===== config.mk =====
export PLATFORM = sky130hd
export DESIGN_NAME = xge_tx_arbiter_flat
export DESIGN_NICKNAME = d
export VERILOG_FILES = /design/src/rtl/xge_arb_pkg.sv /design/src/rtl/xge_tx_arbiter_if.sv /design/src/rtl/xge_rr_arb.sv /design/src/rtl/xge_tx_arbiter.sv /design/src/flat_wrapper.sv
export SDC_FILE = /design/constraint.sdc
export NUM_CORES = 1
export LEC_CHECK = 0
export ABC_AREA = 0
export CAP_MARGIN = 30
export CORE_ASPECT_RATIO = 0.9
export CORE_UTILIZATION = 43
export CTS_CLUSTER_DIAMETER = 40
export DETAILED_ROUTE_END_ITERATION = 12
export MAX_ROUTING_LAYER = met4
export PLACE_DENSITY_LB_ADDON = 0.1
export SLEW_MARGIN = 20
export SYNTH_ARGS = -nofsm -noshare
export SYNTH_HDL_FRONTEND = slang
export SYNTH_SLANG_ARGS = --single-unit

===== constraint.sdc =====
create_clock -name clk_156m25 -period 4.1 [get_ports clk_156m25]
set_input_delay 0.82 -clock clk_156m25 [delete_from_list [all_inputs] [get_ports clk_156m25]]
set_output_delay 0.82 -clock clk_156m25 [all_outputs]
set_load 0.005 [all_outputs]

===== src/rtl/xge_arb_pkg.sv =====
// Shared types and sizes for the two-requester XGE TX arbiter.
package xge_arb_pkg;

  localparam int unsigned NUM_RQ    = 2;
  localparam int unsigned CNT_W_DEF = 16;
  localparam int unsigned DATA_W    = 64;
  localparam int unsigned MOD_W     = 3;

  typedef enum logic [1:0] {
    IDLE  = 2'd0,
    SEND0 = 2'd1,
    SEND1 = 2'd2
  } arb_state_e;

  // One beat as carried on a requester or the MAC enqueue port.
  typedef struct packed {
    logic              sop;
    logic              eop;
    logic [MOD_W-1:0]  mod;
    logic [DATA_W-1:0] data;
  } beat_t;

endpackage


===== src/rtl/xge_tx_arbiter_if.sv =====
// Requester streams plus MAC enqueue port of the XGE TX arbiter.
interface xge_tx_arbiter_if
  import xge_arb_pkg::*;
();

  logic              rq0_val;
  logic              rq0_sop;
  logic              rq0_eop;
  logic [MOD_W-1:0]  rq0_mod;
  logic [DATA_W-1:0] rq0_data;
  logic              rq0_rdy;

  logic              rq1_val;
  logic              rq1_sop;
  logic              rq1_eop;
  logic [MOD_W-1:0]  rq1_mod;
  logic [DATA_W-1:0] rq1_data;
  logic              rq1_rdy;

  logic              pkt_tx_full;
  logic              pkt_tx_val;
  logic              pkt_tx_sop;
  logic              pkt_tx_eop;
  logic [MOD_W-1:0]  pkt_tx_mod;
  logic [DATA_W-1:0] pkt_tx_data;

  // Upstream side: requesters and MAC FIFO model.
  modport master (
    output rq0_val, rq0_sop, rq0_eop, rq0_mod, rq0_data,
    input  rq0_rdy,
    output rq1_val, rq1_sop, rq1_eop, rq1_mod, rq1_data,
    input  rq1_rdy,
    output pkt_tx_full,
    input  pkt_tx_val, pkt_tx_sop, pkt_tx_eop, pkt_tx_mod, pkt_tx_data
  );

  // Arbiter side.
  modport slave (
    input  rq0_val, rq0_sop, rq0_eop, rq0_mod, rq0_data,
    output rq0_rdy,
    input  rq1_val, rq1_sop, rq1_eop, rq1_mod, rq1_data,
    output rq1_rdy,
    input  pkt_tx_full,
    output pkt_tx_val, pkt_tx_sop, pkt_tx_eop, pkt_tx_mod, pkt_tx_data
  );

endinterface


===== src/rtl/xge_rr_arb.sv =====
// 2-way round-robin tie-break; pointer remembers the last granted port.
module xge_rr_arb
  import xge_arb_pkg::*;
(
  input  logic              clk_156m25,
  input  logic              reset_156m25_n,
  input  logic [NUM_RQ-1:0] req,
  input  logic              update,
  output logic [NUM_RQ-1:0] grant
);

  // 1: port 1 was granted last, so port 0 wins the next tie.
  logic last_q;

  // Grant the single requester, or on a tie the port not granted last.
  always_comb begin
    grant = req;
    if (req == 2'b11) begin
      grant = last_q ? 2'b01 : 2'b10;
    end
  end

  // Pointer moves when the grant is taken.
  always_ff @(posedge clk_156m25) begin
    if (!reset_156m25_n) begin
      last_q <= 1'b1;
    end else if (update) begin
      last_q <= grant[1];
    end
  end

endmodule


===== src/rtl/xge_tx_arbiter.sv =====
// Packet-granular arbiter sharing the MAC TX enqueue port between two requesters.
module xge_tx_arbiter
  import xge_arb_pkg::*;
#(
  parameter int unsigned CNT_W = CNT_W_DEF
) (
  input  logic             clk_156m25,
  input  logic             reset_156m25_n,
  xge_tx_arbiter_if.slave  bus,
  output logic [CNT_W-1:0] pkt_cnt0,
  output logic [CNT_W-1:0] pkt_cnt1,
  output logic [CNT_W-1:0] drop_cnt
);

  arb_state_e        state_q;
  arb_state_e        state_d;
  logic [NUM_RQ-1:0] cand;
  logic [NUM_RQ-1:0] grant;
  logic              arb_upd;
  logic              rdy0;
  logic              rdy1;
  logic              fwd0;
  logic              fwd1;
  logic              drop0;
  logic              drop1;
  beat_t             beat0;
  beat_t             beat1;
  beat_t             fwd_beat;
  logic [CNT_W:0]    drop_sum;
  logic [CNT_W-1:0]  drop_nxt;

  // A port competes for the link only with a start-of-packet beat.
  assign cand = {bus.rq1_val & bus.rq1_sop, bus.rq0_val & bus.rq0_sop};

  assign beat0 = '{sop: bus.rq0_sop, eop: bus.rq0_eop, mod: bus.rq0_mod, data: bus.rq0_data};
  assign beat1 = '{sop: bus.rq1_sop, eop: bus.rq1_eop, mod: bus.rq1_mod, data: bus.rq1_data};

  xge_rr_arb u_rr_arb (
    .clk_156m25     (clk_156m25),
    .reset_156m25_n (reset_156m25_n),
    .req            (cand),
    .update         (arb_upd),
    .grant          (grant)
  );

  // State register.
  always_ff @(posedge clk_156m25) begin
    if (!reset_156m25_n) begin
      state_q <= IDLE;
    end else begin
      state_q <= state_d;
    end
  end

  // Next state, ready and accept strobes.
  always_comb begin
    state_d = state_q;
    arb_upd = 1'b0;
    rdy0    = 1'b0;
    rdy1    = 1'b0;
    fwd0    = 1'b0;
    fwd1    = 1'b0;
    drop0   = 1'b0;
    drop1   = 1'b0;
    case (state_q)
      IDLE: begin
        // Mid-packet beats with no owner are swallowed and counted.
        drop0   = bus.rq0_val & ~bus.rq0_sop;
        drop1   = bus.rq1_val & ~bus.rq1_sop;
        rdy0    = drop0;
        rdy1    = drop1;
        arb_upd = |cand;
        if (grant[0]) begin
          state_d = SEND0;
        end else if (grant[1]) begin
          state_d = SEND1;
        end
      end
      SEND0: begin
        rdy0 = ~bus.pkt_tx_full;
        fwd0 = bus.rq0_val & ~bus.pkt_tx_full;
        if (fwd0 && bus.rq0_eop) begin
          state_d = IDLE;
        end
      end
      SEND1: begin
        rdy1 = ~bus.pkt_tx_full;
        fwd1 = bus.rq1_val & ~bus.pkt_tx_full;
        if (fwd1 && bus.rq1_eop) begin
          state_d = IDLE;
        end
      end
      default: state_d = IDLE;
    endcase
  end

  // Nothing is accepted while reset is held.
  assign bus.rq0_rdy = reset_156m25_n & rdy0;
  assign bus.rq1_rdy = reset_156m25_n & rdy1;

  assign fwd_beat = fwd1 ? beat1 : beat0;

  // Saturating drop count; both ports may drop in the same cycle.
  assign drop_sum = {1'b0, drop_cnt} + (CNT_W+1)'(drop0) + (CNT_W+1)'(drop1);
  assign drop_nxt = drop_sum[CNT_W] ? '1 : drop_sum[CNT_W-1:0];

  // MAC output register and counters.
  always_ff @(posedge clk_156m25) begin
    if (!reset_156m25_n) begin
      bus.pkt_tx_val  <= 1'b0;
      bus.pkt_tx_sop  <= 1'b0;
      bus.pkt_tx_eop  <= 1'b0;
      bus.pkt_tx_mod  <= '0;
      bus.pkt_tx_data <= '0;
      pkt_cnt0        <= '0;
      pkt_cnt1        <= '0;
      drop_cnt        <= '0;
    end else begin
      bus.pkt_tx_val <= fwd0 | fwd1;
      if (fwd0 || fwd1) begin
        bus.pkt_tx_sop  <= fwd_beat.sop;
        bus.pkt_tx_eop  <= fwd_beat.eop;
        bus.pkt_tx_mod  <= fwd_beat.mod;
        bus.pkt_tx_data <= fwd_beat.data;
      end
      if (fwd0 && bus.rq0_eop) begin
        pkt_cnt0 <= pkt_cnt0 + CNT_W'(1);
      end
      if (fwd1 && bus.rq1_eop) begin
        pkt_cnt1 <= pkt_cnt1 + CNT_W'(1);
      end
      drop_cnt <= drop_nxt;
    end
  end

endmodule


===== src/flat_wrapper.sv =====
// flat-port wrapper written by rule: the top's interface ports become plain ports
module xge_tx_arbiter_flat import xge_arb_pkg::*;
#(
  parameter int unsigned CNT_W = CNT_W_DEF
)
  (clk_156m25, reset_156m25_n, pkt_cnt0, pkt_cnt1, drop_cnt, bus_rq0_val, bus_rq0_sop, bus_rq0_eop, bus_rq0_mod, bus_rq0_data, bus_rq0_rdy, bus_rq1_val, bus_rq1_sop, bus_rq1_eop, bus_rq1_mod, bus_rq1_data, bus_rq1_rdy, bus_pkt_tx_full, bus_pkt_tx_val, bus_pkt_tx_sop, bus_pkt_tx_eop, bus_pkt_tx_mod, bus_pkt_tx_data);
  xge_tx_arbiter_if bus_i ();
  input  logic clk_156m25;
  input  logic reset_156m25_n;
  output logic [CNT_W-1:0] pkt_cnt0;
  output logic [CNT_W-1:0] pkt_cnt1;
  output logic [CNT_W-1:0] drop_cnt;
  input wire logic [$bits(bus_i.rq0_val)-1:0] bus_rq0_val;
  input wire logic [$bits(bus_i.rq0_sop)-1:0] bus_rq0_sop;
  input wire logic [$bits(bus_i.rq0_eop)-1:0] bus_rq0_eop;
  input wire logic [$bits(bus_i.rq0_mod)-1:0] bus_rq0_mod;
  input wire logic [$bits(bus_i.rq0_data)-1:0] bus_rq0_data;
  output wire logic [$bits(bus_i.rq0_rdy)-1:0] bus_rq0_rdy;
  input wire logic [$bits(bus_i.rq1_val)-1:0] bus_rq1_val;
  input wire logic [$bits(bus_i.rq1_sop)-1:0] bus_rq1_sop;
  input wire logic [$bits(bus_i.rq1_eop)-1:0] bus_rq1_eop;
  input wire logic [$bits(bus_i.rq1_mod)-1:0] bus_rq1_mod;
  input wire logic [$bits(bus_i.rq1_data)-1:0] bus_rq1_data;
  output wire logic [$bits(bus_i.rq1_rdy)-1:0] bus_rq1_rdy;
  input wire logic [$bits(bus_i.pkt_tx_full)-1:0] bus_pkt_tx_full;
  output wire logic [$bits(bus_i.pkt_tx_val)-1:0] bus_pkt_tx_val;
  output wire logic [$bits(bus_i.pkt_tx_sop)-1:0] bus_pkt_tx_sop;
  output wire logic [$bits(bus_i.pkt_tx_eop)-1:0] bus_pkt_tx_eop;
  output wire logic [$bits(bus_i.pkt_tx_mod)-1:0] bus_pkt_tx_mod;
  output wire logic [$bits(bus_i.pkt_tx_data)-1:0] bus_pkt_tx_data;
  assign bus_i.rq0_val = bus_rq0_val;
  assign bus_i.rq0_sop = bus_rq0_sop;
  assign bus_i.rq0_eop = bus_rq0_eop;
  assign bus_i.rq0_mod = bus_rq0_mod;
  assign bus_i.rq0_data = bus_rq0_data;
  assign bus_rq0_rdy = bus_i.rq0_rdy;
  assign bus_i.rq1_val = bus_rq1_val;
  assign bus_i.rq1_sop = bus_rq1_sop;
  assign bus_i.rq1_eop = bus_rq1_eop;
  assign bus_i.rq1_mod = bus_rq1_mod;
  assign bus_i.rq1_data = bus_rq1_data;
  assign bus_rq1_rdy = bus_i.rq1_rdy;
  assign bus_i.pkt_tx_full = bus_pkt_tx_full;
  assign bus_pkt_tx_val = bus_i.pkt_tx_val;
  assign bus_pkt_tx_sop = bus_i.pkt_tx_sop;
  assign bus_pkt_tx_eop = bus_i.pkt_tx_eop;
  assign bus_pkt_tx_mod = bus_i.pkt_tx_mod;
  assign bus_pkt_tx_data = bus_i.pkt_tx_data;
  xge_tx_arbiter #(.CNT_W(CNT_W)) u_core (.clk_156m25(clk_156m25), .reset_156m25_n(reset_156m25_n), .bus(bus_i), .pkt_cnt0(pkt_cnt0), .pkt_cnt1(pkt_cnt1), .drop_cnt(drop_cnt));
endmodule

# Word-level counts from Yosys, hierarchy flattened
# Index checks and enable logic that the tools add are counted.
# Widths: inputs -> output; s select.
[totals]
register_bits = 121
[classes]
addsub = 4
muxes = 16
eq_ne = 6
n_reduce_logical = 8
n_bitwise = 12
[ops]
columns = ["op", "count"]
rows = [
  ["$mux 69", 1],
  ["$add 16x1->16 const B", 2],
  ["$add 16x1->17", 1],
  ["$add 17x1->17", 1],
  ["$mux 16", 1],
  ["$mux 2", 6],
  ["$and 1x1->1", 8],
  ["$pmux 2 s3", 1],
  ["$mux 1", 5],
  ["$eq 2x2->1 const B", 2],
  ["$logic_and 1x1->1", 4],
  ["$ne 2x1->1 const B", 2],
  ["$pmux 1 s2", 2],
  ["$ne 3x1->1 const B", 1],
  ["$not 1->1", 3],
  ["$reduce_and 3->1", 1],
  ["$eq 2x1->1 const B", 1],
  ["$logic_not 2->1", 1],
  ["$reduce_or 2->1", 1],
  ["$logic_or 1x1->1", 1],
  ["$or 1x1->1", 1],
]

# Depth between registers and ports, before layout
# Gate-level depths: netlist (run 1).
[logic_depth]
ltp_word = 6
depth_mapped = 8
mapped_depth_nobuf = 6

# Hierarchy
# A second synthesis (run 1) with hierarchy kept.
[unflattened]
cells_unflattened = 599
hier_area_um2 = 5117.4
[by_module_without_submodules]
columns = ["mod", "n_inst", "seq_area_each_um2", "cells_per_inst", "area_each_um2"]
rows = [
  ["xge_tx_arbiter", 1, 2402.3, 592, 5059.9],
  ["xge_rr_arb", 1, 20.0, 7, 57.6],
]

# Worst setup path after synthesis (run 1)
# No wires, ideal clock.
[synth_path]
path_kind = "input to register"
start = "input bus_rq1_sop"
end = "register u_core.drop_cnt[2]"
setup_ps = 59
arrival_ps = 2388
path_slack_ps = 1653
required_ps = 4041
path_stages = 6
path_cell_list = "nor4b_1 fa_1 ha_1 nand2_1 nor3_1 o21a_1"
[synth_via]
elab_chain_cells = 5
[synth_rtl]
columns = ["item", "line", "source"]
rows = [
  ["from (decl)", "flat_wrapper.sv:20", "input wire logic [$bits(bus_i.rq1_sop)-1:0] bus_rq1_sop;"],
  ["$not 1->1", "xge_tx_arbiter.sv:69", "drop1 = bus.rq1_val & ~bus.rq1_sop;"],
  ["$and 1x1->1", "xge_tx_arbiter.sv:69", ""],
  ["$mux 1", "xge_tx_arbiter.sv:65", "case (state_q)"],
  ["$add 17x1->17", "xge_tx_arbiter.sv:104", "assign drop_sum = {1'b0, drop_cnt} + (CNT_W+1)'(drop0) + (CNT_W+1)'(drop1);"],
  ["$mux 16", "xge_tx_arbiter.sv:105", "assign drop_nxt = drop_sum[CNT_W] ? '1 : drop_sum[CNT_W-1:0];"],
  ["to (signal assigned)", "xge_tx_arbiter.sv:132", "drop_cnt <= drop_nxt;"],
  ["to (decl)", "xge_tx_arbiter.sv:12", "output logic [CNT_W-1:0] drop_cnt"],
]
# No other way between the ends.
# A chain may end at the register's enable or synchronous reset.

# Final worst setup path (run 1)
[layout_path]
start = "input bus_rq1_val"
end = "output bus_rq1_rdy"
[layout_via]
elab_chain_cells = 3
[layout_rtl]
columns = ["item", "line", "source"]
rows = [
  ["from (decl)", "flat_wrapper.sv:19", "input wire logic [$bits(bus_i.rq1_val)-1:0] bus_rq1_val;"],
  ["$and 1x1->1", "xge_tx_arbiter.sv:69", ""],
  ["$pmux 1 s2", "xge_tx_arbiter.sv:65", ""],
  ["$and 1x1->1", "xge_tx_arbiter.sv:99", "assign bus.rq1_rdy = reset_156m25_n & rdy1;"],
  ["to (decl)", "flat_wrapper.sv:24", "output wire logic [$bits(bus_i.rq1_rdy)-1:0] bus_rq1_rdy;"],
]
# No other way between the ends.

==> results of run 1 <==
-- layer usage --
metal,global-route usage,vias to the layer above,routed length (um)
met5,-,-,0
met4,0.114,0,454
met3,0.0713,38,1400
met2,0.471,239,8410
met1,0.297,2571,6610
li1,-,2678,-
-- cells by family (layout without fill, tap and decap cells) --
| family | count (synthesis) | in the layout | synth area share |
|---|---|---|---|
| AND/OR/NAND/NOR | 206 | 206 | 0.204 |
| AO/OA/AOI/OAI | 199 | 199 | 0.237 |
| flip-flops | 121 | 121 | 0.471 |
| buffers and inverters | 51 | 309 | 0.0382 |
| XOR/XNOR | 18 | 18 | 0.0307 |
| adder cells (fa/ha/maj) | 4 | 4 | 0.0112 |
| multiplexers | 4 | 4 | 0.00779 |
-- power by group --
part           switching [uW]  leakage [uW]  internal (uW)
sequential               22.1      0.000978           1200
clock                     521      0.000289            987
combinational             108       0.00159            199
-- Yosys cell counts (all sizes together) (4+ instances only) --
cell type  number
nor2           25
clkbuf         39
and2            4
xnor2          10
o21ai          16
inv             7
nand2b          5
a22oi          67
nand2          90
a21oi          95
mux2i           4
o21a            7
xor2            8
nand4          10
nor3            9
or3            14
and4            6
nand3          16
dfxtp         121
buf             5
and3            4
-- cell type report --
cell class,count,area share
timing repair buffer,270,0.318
multi-input combinational,431,0.300
sequential,121,0.284
clock buffer,21,0.0541
tap,156,0.0229
clock inverter,11,0.0170
inverter,7,0.00309
-- path summary, 6_finish.rpt --
check,startpoint,endpoint
worst max register to register,u_core.state_q[1],u_core.drop_cnt[4]
worst min-delay path,u_core.bus.pkt_tx_data[22],u_core.bus.pkt_tx_data[22]
worst max-delay path,bus_rq1_val,bus_rq1_rdy
worst min register to register,u_core.bus.pkt_tx_data[22],u_core.bus.pkt_tx_data[22]
-- through the flow --
step / std cells / power [uW] / hold slack (ps) / util
3_3_place_gp: 985 / 1550 / 441 / 0.686
2_1_floorplan: 603 / 1330 / 440 / -
3_5_place_dp: 985 / 1560 / 446 / 0.686
4_1_cts: 1017 / 3060 / 453 / 0.739
6_report: 1017 / 3040 / 453 / 0.739
5_1_grt: 1017 / 3150 / 471 / 0.739
-- worst max-delay path: stages --
cell and delay (ps):
clkdlybuf4s50_1 630, nor3b_1 230, a21oi_1 60, nor2_1 110, clkdlybuf4s50_1 500
-- sequential cells by signal (all words and copies together), names as in the netlist --
register / count
u_core.bus.pkt_tx_sop: 1
u_core.pkt_cnt0: 16
u_core.drop_cnt: 16
u_core.u_rr_arb.last_q: 1
u_core.bus.pkt_tx_eop: 1
u_core.pkt_cnt1: 16
u_core.bus.pkt_tx_data: 64
u_core.bus.pkt_tx_val: 1
u_core.bus.pkt_tx_mod: 3
u_core.state_q: 2
==> impl_metrics.yaml, run 1 <==
worst_setup_path:
  start_kind: "input pin"
  setup.worst_path.class: "in -> out"
  arrival_ps: 2350
  r2r_slack_ps: 1470
  worstPathRequired_ps: 3280
  end_kind: "output port"
  cp_max_fo: 7
  ff2ff_path_depth: 6
outcome:
  status: "finished clean"
routing:
  drtIter0Drc: 298
  viasPerCell: 5.43
  postRouteAntennaNets: 0
  wl_mm: 16.9
  wl_per_cell_um: 16.6
  firstDrtPassIters: 7
  route.detailed.drc: 0
  vias: 5526
cells_and_area:
  n_fill_cell: 845
  finalNetCount: 995
  final_common_cell: "clkdlybuf4s50_1"
  final_cell_mix: "262 x clkdlybuf4s50_1, 121 x dfxtp_1, 95 x a21oi_1"
  syn_to_final_growth_pct: 65.7
  ff_latch_area_um2: 2420
  antenna_cells: 0
  multi_input_area_um2: 2560
  finish.instance_area_um2: 8510
  drive_gt1_frac: 0.0511
floorplanning:
  std_cell_rows: 37
  pin_count: 263
  die_w_um: 117
  initial_utilization: 0.446
  core_region_area_um2: 11500
  dieArea_um2: 12400
  die_h_um: 106
power:
  ir_drop_mv: 0.242
  power.density_nw_per_um2: 357
  leakagePower_uw: 0.00286
sta:
  tightest_slew_ps: 806
  clock_skew_ps: 7.07
  grt_setup_unrepaired: "no"
  worst_slack_ps: 932
  clock.fmax_ghz: 0.316
  post-route-period-util: 0.773
  finalCriticalPeriod_ps: 3170
  slew_violations: 0
  final_hold_viol_count: 0
  maxSlewHeadroom: 0.462
  fin_setup_tns_ps: 0
  setup_viol: 0
clocking:
  htree_levels: 4
  clk_latency_ps: 400
  cts-resized-gates: 0
  cts.sinks: 121
  post_cts_buffers: 0
  cts_hold_buf: 0
  cts_tree: "done"
  cts-root-buf: "clkbuf_16"
  clkSlewWorstSetupHoldPaths_ps: 50
  cts.path.max_buffers: 2
  cts_buffers: 17
logic_synthesis:
  synth_edf_count: 0
  ys_ff_latch: 121
  synthesis.area_um2: 5140
  yosysWarnings: 0
  synth_area_leaders: "dfxtp_1 47%, a22oi_1 9.8%, a21oi_1 9.3%, nand2_1 6.6%, clkbuf_1 2.8%"
  yosys_most_used_dff: "dfxtp_1"
  syn_inst: 603
  synth_top_area_cell: "dfxtp_1"
  yosysTopAreaCellShare: 0.471
  synth.avg_cell_area_um2: 8.52
  syn-num-nets: 750
  synthArstFlopShare: 0
  synth-seq-area-share: 0.471
  ys_types: 45
grt:
  grt_use_total: 0.275
  grt_pass1_wl_mm: 25.4
  grt_max_degree: 63
  grt_overflow: 0
  antenna_found_initial: 0
  grt_pass1_vias: 5232
job:
  drv_cap: 0
placement:
  gp_congestion: 0.825
  dp_slack_ps: 603
  dp_hpwl_mm: 12.3
  portBuffers: 262
  place_area_um2: 7910
worst_hold_path:
  holdPathStages: 2
  hold_path_class: "reg -> reg"
(Power assumes the default switching activity.)
==> run 2: changes to the inputs <==
- CORE_UTILIZATION: 43 -> 40
- clock period: 4.1 -> 3.2 ns (I/O delays scaled with it)
==> run 2 against run 1 <==
  * Non-clock buffer count rose by 3
  * Critical path depth did not move
  * Critical endpoint unchanged
  * Design area fell by 0.62%
  * Die area rose by 7.4%
  * Power rose by 20%
  * Clock power rose by 11%
  * Global-route usage fell by 2.0 points
  * Highest routed layer unchanged
  * Sequential power rose by 28%
==> impl_metrics.yaml, run 2 (synthesis results as in run 1) <==
outcome:
  status: "finished clean"
sta:
  clock_skew_ps: 9.99
  hold_ws_ps: 450
  final_hold_viol_count: 0
  maxSlewHeadroom: 0.495
  fin_setup_tns_ps: 0
  setup_viol: 0
  tightest_slew_ps: 758
  clock.fmax_ghz: 0.349
  finalCriticalPeriod_ps: 2860
  post-route-period-util: 0.895
  grt_setup_unrepaired: "no"
  slew_violations: 0
cells_and_area:
  finish.instance_area_um2: 8460
  drive_gt1_frac: 0.0476
  finalNetCount: 998
  final_common_cell: "clkdlybuf4s50_1"
  antenna_cells: 0
  multi_input_area_um2: 2560
  regMostFlops: "u_core.bus.pkt_tx_data"
  final_cell_mix: "262 x clkdlybuf4s50_1, 121 x dfxtp_1, 95 x a21oi_1"
  finish.utilization: 0.690
  largest_reg_flops: 64
  finalNonFillerCells: 1022
  n_fill_cell: 999
  syn_to_final_growth_pct: 64.7
  ff_latch_area_um2: 2420
clocking:
  cts_hold_buf: 0
  clk_latency_ps: 410
  cts_buffers: 17
  cts-root-buf: "clkbuf_16"
  post_cts_buffers: 0
  htree_levels: 4
  clkSlewWorstSetupHoldPaths_ps: 50
  cts.sinks: 121
  cts_tree: "done"
  cts.path.max_buffers: 2
  cts-resized-gates: 0
routing:
  route.detailed.drc: 0
  drtIter0Drc: 453
  wl_per_cell_um: 16.3
  postRouteAntennaNets: 0
  viasPerCell: 5.37
  vias: 5490
  wl_mm: 16.7
  firstDrtPassIters: 5
floorplanning:
  dieArea_um2: 13300
  pin_count: 263
  core_region_area_um2: 12300
  initial_utilization: 0.419
  die_w_um: 121
  std_cell_rows: 38
  die_h_um: 110
worst_setup_path:
  arrival_ps: 2220
  crit_top_cell: "clkdlybuf4s50_1"
  worstPathCellList: "clkdlybuf4s50_1 > nor3b_1 > a21oi_1 > nor2_1 > clkdlybuf4s50_1"
  setup.worst_path.class: "in -> out"
  slowest_stage: "clkdlybuf4s50_1"
  end_kind: "output port"
  start_kind: "input pin"
  r2r_slack_ps: 810
  worstPathRequired_ps: 2560
  cp_max_fo: 7
  critPathMaxStageDelay_ps: 610
worst_hold_path:
  hold_path_class: "reg -> reg"
power:
  power.density_nw_per_um2: 431
  p_seq_frac: 0.430
  p_int_uw: 2860
  pwr-share-comb: 0.109
  ir_drop_mv: 0.302
  clockPowerShare: 0.461
  switching_share: 0.217
  switching_power_uw: 792
  leakagePower_uw: 0.00284
placement:
  portBuffers: 262
  dp.cells: 992
  place_area_um2: 7940
  gp_congestion: 0.803
  dp_hpwl_mm: 12.1
grt:
  grt_max_degree: 72
  grt_overflow: 0
  busiest_layer: "met2"
  globalRouteMet1Util: 0.288
  grt_pass1_wl_mm: 25.6
  grt_use_total: 0.254
  grt_use_met3: 0.0664
  antenna_found_initial: 0
  grt_use_met2: 0.428
  grt_pass1_vias: 5244
job:
  drv_cap: 0
[run 2: changes by cell type in the layout (fill, tap and decap cells not counted)]
cell	change
buf_12	-1
buf_4	+3
clkinv_4	-1
buf_16	+1
clkinvlp_4	-3
bufinv_16	-3
clkbuf_1	+4
clkbuf_8	+2
inv_6	-1
[run 2: layout make-up]
class	count	area share
Clock buffer	27	0.0594
Clock inverter	3	0.00177
Inverter	7	0.00311
Multi-Input combinational cell	431	0.302
Sequential cell	121	0.286
Tap cell	160	0.0237
Timing Repair Buffer	273	0.324
[run 2: worst max-delay path: cells and delay by family]
family                 cells  cell delay [ps]
buffers and inverters      2             1120
AO/OA/AOI/OAI              1               60
AND/OR/NAND/NOR            2              400
[run 2: power groups by stage]
stage / clock network, uW / logic, uW / registers [uW]
6_report: 1680 / 397 / 1570
5_1_grt: 1790 / 426 / 1580
4_1_cts: 1710 / 399 / 1570
3_5_place_dp: 0 / 397 / 1600
3_3_place_gp: 0 / 389 / 1600
2_1_floorplan: 0 / 111 / 1600
[run 2: worst paths after layout]
path,start,end,depth (start not counted)
hold / removal,u_core.bus.pkt_tx_data[9],u_core.bus.pkt_tx_data[9],2
setup reg to reg,u_core.state_q[1],u_core.drop_cnt[13],6
setup / recovery,bus_rq1_val,bus_rq1_rdy,5
hold reg to reg,u_core.bus.pkt_tx_data[9],u_core.bus.pkt_tx_data[9],2
[run 2: routing by layer]
metal | part of all wire | up-vias
met2 | 0.50 | 219
met3 | 0.073 | 29
met5 | 0 | -
met4 | 0.018 | 0
li1 | - | 2674
met1 | 0.41 | 2568
[run 2: metrics by stage]
step           power, uW  setup WS (ps)
5_1_grt             3790            234
3_3_place_gp        1990            268
6_report            3650            336
4_1_cts             3680            340
3_5_place_dp        2000            179
2_1_floorplan       1710            933
==> run 3: changes to the inputs <==
- SLEW_MARGIN: 20 -> unset
==> results of run 3 <==
The final DEF is identical to that of run 2; final timing and power are the same.
